**src/rtl/noise_sound_ctrl_if.sv**
```systemverilog
// Sound control port: CPU write side plus the generated enables and channel gates.
interface noise_sound_ctrl_if;
  logic       cpu_wr;
  logic [7:0] cpu_data;
  logic       clk_3MHz_en;
  logic       clk_6KHz_en;
  logic       sound_enable;
  logic       shell_en;
  logic       shell_ls;
  logic       explo_en;
  logic       explo_ls;
  logic [1:0] status;

  modport master (
    output cpu_wr, cpu_data,
    input  clk_3MHz_en, clk_6KHz_en, sound_enable, shell_en, shell_ls, explo_en, explo_ls,
           status
  );

  modport slave (
    input  cpu_wr, cpu_data,
    output clk_3MHz_en, clk_6KHz_en, sound_enable, shell_en, shell_ls, explo_en, explo_ls,
           status
  );
endinterface

```
**src/rtl/noise_sound_ctrl.sv**
```systemverilog
// Shell/explosion noise sequencer: CPU control latch, 3 MHz / 6 kHz enables and
// two independent channel FSMs with a minimum on-time so short pulses stay audible.
module noise_sound_ctrl #(
  parameter int unsigned CLK_DIV_3M = 4,
  parameter int unsigned DIV_6K     = 512,
  parameter int unsigned MIN_HOLD   = 12
) (
  input logic               clk,
  input logic               reset,
  noise_sound_ctrl_if.slave bus
);

  localparam int unsigned W3 = (CLK_DIV_3M > 1) ? $clog2(CLK_DIV_3M) : 1;
  localparam int unsigned W6 = (DIV_6K > 1) ? $clog2(DIV_6K) : 1;

  localparam logic [1:0] StIdle = 2'd0;
  localparam logic [1:0] StRun  = 2'd1;
  localparam logic [1:0] StHold = 2'd2;

  // Channel index 0 = shell, 1 = explo.
  logic [W3-1:0] cnt3_q;
  logic [W6-1:0] cnt6_q;
  logic          en3;
  logic          tick;
  logic          snd_q;
  logic          req_q  [2];
  logic          lsl_q  [2];
  logic [1:0]    state_q[2];
  logic [1:0]    state_d[2];
  logic [7:0]    cnt_q  [2];
  logic [7:0]    cnt_d  [2];
  logic [7:0]    cnt_dec[2];
  logic          ls_q   [2];
  logic          ls_d   [2];
  logic          unused_data;

  assign en3  = (cnt3_q == W3'(CLK_DIV_3M - 1));
  assign tick = en3 && (cnt6_q == W6'(DIV_6K - 1));

  // Clock-enable dividers; the 6 kHz counter only moves on 3 MHz enables.
  always_ff @(posedge clk) begin
    if (reset) begin
      cnt3_q <= '0;
      cnt6_q <= '0;
    end else begin
      cnt3_q <= en3 ? '0 : cnt3_q + W3'(1);
      if (en3) cnt6_q <= (cnt6_q == W6'(DIV_6K - 1)) ? '0 : cnt6_q + W6'(1);
    end
  end

  // CPU control latch; bits 4, 6 and 7 are don't-care.
  always_ff @(posedge clk) begin
    if (reset) begin
      snd_q    <= 1'b0;
      req_q[0] <= 1'b0;
      lsl_q[0] <= 1'b0;
      req_q[1] <= 1'b0;
      lsl_q[1] <= 1'b0;
    end else if (bus.cpu_wr) begin
      snd_q    <= bus.cpu_data[5];
      req_q[0] <= bus.cpu_data[3];
      lsl_q[0] <= bus.cpu_data[2];
      req_q[1] <= bus.cpu_data[1];
      lsl_q[1] <= bus.cpu_data[0];
    end
  end

  assign unused_data = ^{bus.cpu_data[7:6], bus.cpu_data[4]};

  // Channel next-state: global kill first, then IDLE/RUN/HOLD with hold countdown.
  always_comb begin
    for (int c = 0; c < 2; c++) begin
      state_d[c] = state_q[c];
      cnt_d[c]   = cnt_q[c];
      ls_d[c]    = ls_q[c];
      cnt_dec[c] = (tick && cnt_q[c] != 8'd0) ? cnt_q[c] - 8'd1 : cnt_q[c];
      if (!snd_q) begin
        state_d[c] = StIdle;
        cnt_d[c]   = 8'd0;
        ls_d[c]    = 1'b0;
      end else begin
        unique case (state_q[c])
          StIdle: begin
            if (req_q[c]) begin
              state_d[c] = StRun;
              cnt_d[c]   = 8'(MIN_HOLD);
              ls_d[c]    = lsl_q[c];
            end
          end
          StRun: begin
            if (req_q[c]) begin
              cnt_d[c] = cnt_dec[c];
              ls_d[c]  = lsl_q[c];
            end else if (cnt_dec[c] == 8'd0) begin
              state_d[c] = StIdle;
              cnt_d[c]   = 8'd0;
              ls_d[c]    = 1'b0;
            end else begin
              // ls stays at its last RUN value while holding.
              state_d[c] = StHold;
              cnt_d[c]   = cnt_dec[c];
            end
          end
          StHold: begin
            if (req_q[c]) begin
              state_d[c] = StRun;
              cnt_d[c]   = 8'(MIN_HOLD);
              ls_d[c]    = lsl_q[c];
            end else if (cnt_dec[c] == 8'd0) begin
              state_d[c] = StIdle;
              cnt_d[c]   = 8'd0;
              ls_d[c]    = 1'b0;
            end else begin
              cnt_d[c] = cnt_dec[c];
            end
          end
          default: begin
            state_d[c] = StIdle;
            cnt_d[c]   = 8'd0;
            ls_d[c]    = 1'b0;
          end
        endcase
      end
    end
  end

  // Channel state registers.
  always_ff @(posedge clk) begin
    for (int c = 0; c < 2; c++) begin
      if (reset) begin
        state_q[c] <= StIdle;
        cnt_q[c]   <= 8'd0;
        ls_q[c]    <= 1'b0;
      end else begin
        state_q[c] <= state_d[c];
        cnt_q[c]   <= cnt_d[c];
        ls_q[c]    <= ls_d[c];
      end
    end
  end

  assign bus.clk_3MHz_en  = en3;
  assign bus.clk_6KHz_en  = tick;
  assign bus.sound_enable = snd_q;
  assign bus.shell_en     = (state_q[0] != StIdle);
  assign bus.shell_ls     = ls_q[0];
  assign bus.explo_en     = (state_q[1] != StIdle);
  assign bus.explo_ls     = ls_q[1];
  assign bus.status       = {state_q[1] != StIdle, state_q[0] != StIdle};

endmodule

```
**src/flat_wrapper.sv**
```systemverilog
// flat-port wrapper written by rule: the top's interface ports become plain ports
module noise_sound_ctrl_flat 
#(
  parameter int unsigned CLK_DIV_3M = 4,
  parameter int unsigned DIV_6K     = 512,
  parameter int unsigned MIN_HOLD   = 12
)
  (clk, reset, bus_cpu_wr, bus_cpu_data, bus_clk_3MHz_en, bus_clk_6KHz_en, bus_sound_enable, bus_shell_en, bus_shell_ls, bus_explo_en, bus_explo_ls, bus_status);
  noise_sound_ctrl_if bus_i ();
  input logic clk;
  input logic reset;
  input wire logic [$bits(bus_i.cpu_wr)-1:0] bus_cpu_wr;
  input wire logic [$bits(bus_i.cpu_data)-1:0] bus_cpu_data;
  output wire logic [$bits(bus_i.clk_3MHz_en)-1:0] bus_clk_3MHz_en;
  output wire logic [$bits(bus_i.clk_6KHz_en)-1:0] bus_clk_6KHz_en;
  output wire logic [$bits(bus_i.sound_enable)-1:0] bus_sound_enable;
  output wire logic [$bits(bus_i.shell_en)-1:0] bus_shell_en;
  output wire logic [$bits(bus_i.shell_ls)-1:0] bus_shell_ls;
  output wire logic [$bits(bus_i.explo_en)-1:0] bus_explo_en;
  output wire logic [$bits(bus_i.explo_ls)-1:0] bus_explo_ls;
  output wire logic [$bits(bus_i.status)-1:0] bus_status;
  assign bus_i.cpu_wr = bus_cpu_wr;
  assign bus_i.cpu_data = bus_cpu_data;
  assign bus_clk_3MHz_en = bus_i.clk_3MHz_en;
  assign bus_clk_6KHz_en = bus_i.clk_6KHz_en;
  assign bus_sound_enable = bus_i.sound_enable;
  assign bus_shell_en = bus_i.shell_en;
  assign bus_shell_ls = bus_i.shell_ls;
  assign bus_explo_en = bus_i.explo_en;
  assign bus_explo_ls = bus_i.explo_ls;
  assign bus_status = bus_i.status;
  noise_sound_ctrl #(.CLK_DIV_3M(CLK_DIV_3M), .DIV_6K(DIV_6K), .MIN_HOLD(MIN_HOLD)) u_core (.clk(clk), .reset(reset), .bus(bus_i));
endmodule
```
**config.mk**
```make
export PLATFORM = sky130hd
export DESIGN_NAME = noise_sound_ctrl_flat
export DESIGN_NICKNAME = d
export VERILOG_FILES = /design/src/rtl/noise_sound_ctrl_if.sv /design/src/rtl/noise_sound_ctrl.sv /design/src/flat_wrapper.sv
export SDC_FILE = /design/constraint.sdc
export NUM_CORES = 1
export LEC_CHECK = 0
export ABC_AREA = 0
export CORE_ASPECT_RATIO = 1.25
export CORE_MARGIN = 3
export CORE_UTILIZATION = 30
export CTS_CLUSTER_DIAMETER = 60
export CTS_CLUSTER_SIZE = 8
export DETAILED_ROUTE_END_ITERATION = 10
export SYNTH_ARGS = -nofsm -noshare
export SYNTH_HDL_FRONTEND = slang
export SYNTH_SLANG_ARGS = --single-unit
```
**constraint.sdc**
```tcl
create_clock -name clk -period 2.65 [get_ports clk]
set_clock_uncertainty 0.2 [all_clocks]
set_input_delay 0.265 -clock clk [delete_from_list [all_inputs] [get_ports clk]]
set_output_delay 0.265 -clock clk [all_outputs]
set_load 0.03 [all_outputs]
```
==> flow_summary.ini <==
[worst_setup_path]
arrival_ns = 2.52
cpPeakStageDelay_ns = 0.41
crit_path_start_kind = register
crit_family = simple AND/OR/NAND/NOR gates
cp.required_ns = 2.64
crit_type = register to register
cp_num_buf_inv = 0
worstPathMaxFanout = 7
critPathSlowestCell = or3_4
crit_path_end_kind = register
cp_cell_sequence = ha_4 -> nand2_1 -> nor2_2 -> and3_4 -> ha_4 -> nand2_4 -> or3_4 -> a221oi_2 -> nand4_1 -> a22oi_1 -> nor2_1
cpMostUsedCell = ha_4

[global_routing]
grt-ovfl-total = 0
grt_max_degree = 13
antenna_found_initial = 0
grt_pass1_vias = 1994
grtUsageTotal = 0.121
grt_pass1_wl_um = 8690

[clock_tree]
cts_buffers = 5
cts_tree = built
clockBufferDepth = 2
htree_num_levels = 2
path_clk_slew_ns = 0.08
cts_hold_buf = 0
clock-sinks = 38
root_buffer = clkbuf_8
clk_latency_ns = 0.29
postCtsSetupBuffers = 0

[pwr]
swShare = 0.239
power.leakage_nw = 1.12
combPwrFrac = 0.092
powerDensity_nw_per_um2 = 421
p_clk_frac = 0.406
seq_power_share = 0.502
switchingPower_mw = 0.290
cell_internal_pwr_mw = 0.924
irDropWorstVdd_mv = 0.237

[drt]
route.detailed.drc = 0
vias = 2044
drtIter0Drc = 111
vias_per_cell = 5.02
final_antenna_net_count = 0
wire_per_inst_um = 12.2
wl_um = 4960
firstDrtPassIters = 5

[logic_synthesis]
syn-num-nets = 306
yosys_warnings = 0
synth_area_per_cell_sq_um = 8.13
synthFlopType = dfxtp_1
syn-instance-count = 280
ys_seq_area_frac = 0.352
synth_cell_types = 49
synth_edf_count = 4
synthArstFlopShare = 0
synth_area_sq_um = 2280
yosys_register_bits = 38

[place]
place_congestion = 0.882
place_area_sq_um = 2680
dp_hpwl_um = 3750
numPortBuffers = 16
pre_cts_slack_ns = -0.0965

[timing]
worstMarginPinSlew_ns = 0.631
fmax_mhz = 394
final_max_slew_viol_count = 0
setup_viol = 0
setup_slack_ns = 0.112
hold_viol_final = 0
relSlewSlack = 0.575
rsz0062_at_grt = true
period_share = 0.958
fin_crit_ns = 2.54

[cells_and_area]
drive_gt1_frac = 0.189
stdcell_area_sq_um = 2880
diodes = 0
multi_input_area_sq_um = 1470
syn2layout_area_growth_pct = 26.6
seq_area_sq_um = 803
num-fill-cells = 748
fin_nets = 342
most-common-layout-cells = nor2_1 (40), dfxtp_1 (32), buf_4 (25), a21oi_1 (18), nand2_1 (16)
layout_commonest_cell = nor2_1

[floorplan]
coreArea_sq_um = 7150
io_pins = 20
initial_utilization = 0.318
row_count = 34
dieArea_sq_um = 8670
die_w_um = 83.9
die_y_um = 103

[flow_run]
max-cap-violations = 0

[hold_path]
min-delay-path-class = register to register

[status]
status = finished, final reports clean
synth_stat cells, types with 4 or more instances:
master | number | area share
a21oi_1 | 19 | 0.042
and2_1 | 6 | 0.016
edfxtp_1 | 4 | 0.053
nand2b_1 | 5 | 0.014
nand4_1 | 5 | 0.014
nor4_1 | 4 | 0.011
nor2_1 | 41 | 0.068
or2_2 | 4 | 0.011
clkbuf_1 | 7 | 0.012
nor2b_1 | 10 | 0.027
nand3_1 | 7 | 0.015
ha_1 | 15 | 0.082
o21ai_0 | 14 | 0.031
nand2_1 | 17 | 0.028
dfxtp_1 | 34 | 0.30
nor3_1 | 13 | 0.029
mux2i_1 | 9 | 0.040
inv_1 | 14 | 0.023
xor2_1 | 7 | 0.027
path summary, 6_finish.rpt:
path,startpoint,end,slack (ns),cells after the start
min,u_core.cnt3_q[0]$_SDFF_PP0_,u_core.cnt3_q[0]$_SDFF_PP0_,0.23,1
min reg2reg,u_core.cnt3_q[0]$_SDFF_PP0_,u_core.cnt3_q[0]$_SDFF_PP0_,0.23,1
max,u_core.cnt6_q[1]$_SDFFE_PP0P_,u_core.state_q[0][1]$_SDFFE_PP0P_,0.11,11
max reg2reg,u_core.cnt6_q[1]$_SDFFE_PP0P_,u_core.state_q[0][1]$_SDFFE_PP0P_,0.11,11
what timing repair did:
item,CTS,global route
resized for setup,9,10
setup endpoints to repair,6,8
pin swaps,6,10
cells by family after synthesis:
family,synth area share
buf+inv,0.0451
mux,0.0396
xor+xnor,0.0346
compound gates,0.168
simple gates,0.278
fa+ha+maj,0.0825
flops,0.352
flip-flops by register name, indices dropped and copies added, names as in the netlist:
signal and cells:
u_core.lsl_q 2, u_core.ls_q 2, u_core.cnt3_q 2, u_core.bus.sound_enable 1
u_core.state_q 4, u_core.cnt_q 16, u_core.req_q 2, u_core.cnt6_q 9
stage by stage:
step	total power, mW	utilization	setup TNS (ns)	instances	hold WS, ns
floorplan	0.689	-	0	280	0.204
global placement	0.729	0.375	-0.221	399	0.215
detailed placement	0.730	0.375	-0.334	399	0.223
CTS	1.23	0.397	0	407	0.234
global route	1.26	0.403	-0.281	407	0.258
finish	1.21	0.403	0	407	0.233
routing by layer:
metal | GRT usage | up-vias | routed length [um] | share of wire
met5 | 0 | - | 0 | 0
met3 | 0.0182 | 2 | 172 | 0.035
met2 | 0.212 | 38 | 2440 | 0.49
met1 | 0.149 | 945 | 2310 | 0.47
li1 | - | 1059 | - | -
met4 | 0.0495 | 0 | 40 | 0.0081
power groups by stage:
| stage | registers (mW) | logic (mW) | clock network, mW |
|---|---|---|---|
| 2_1_floorplan | 0.616 | 0.0729 | 0 |
| 3_3_place_gp | 0.621 | 0.108 | 0 |
| 3_5_place_dp | 0.622 | 0.109 | 0 |
| 4_1_cts | 0.608 | 0.111 | 0.513 |
| 5_1_grt | 0.612 | 0.124 | 0.528 |
| 6_report | 0.609 | 0.112 | 0.493 |
final cells by class:
class | instances | area share
clock buffers | 5 | 0.0239
clock inverters | 3 | 0.0139
inverters | 14 | 0.0182
multi-input cells | 217 | 0.509
flip-flops and latches | 38 | 0.279
well taps | 90 | 0.0391
repair buffers | 40 | 0.117
(Power assumes the default switching activity.)
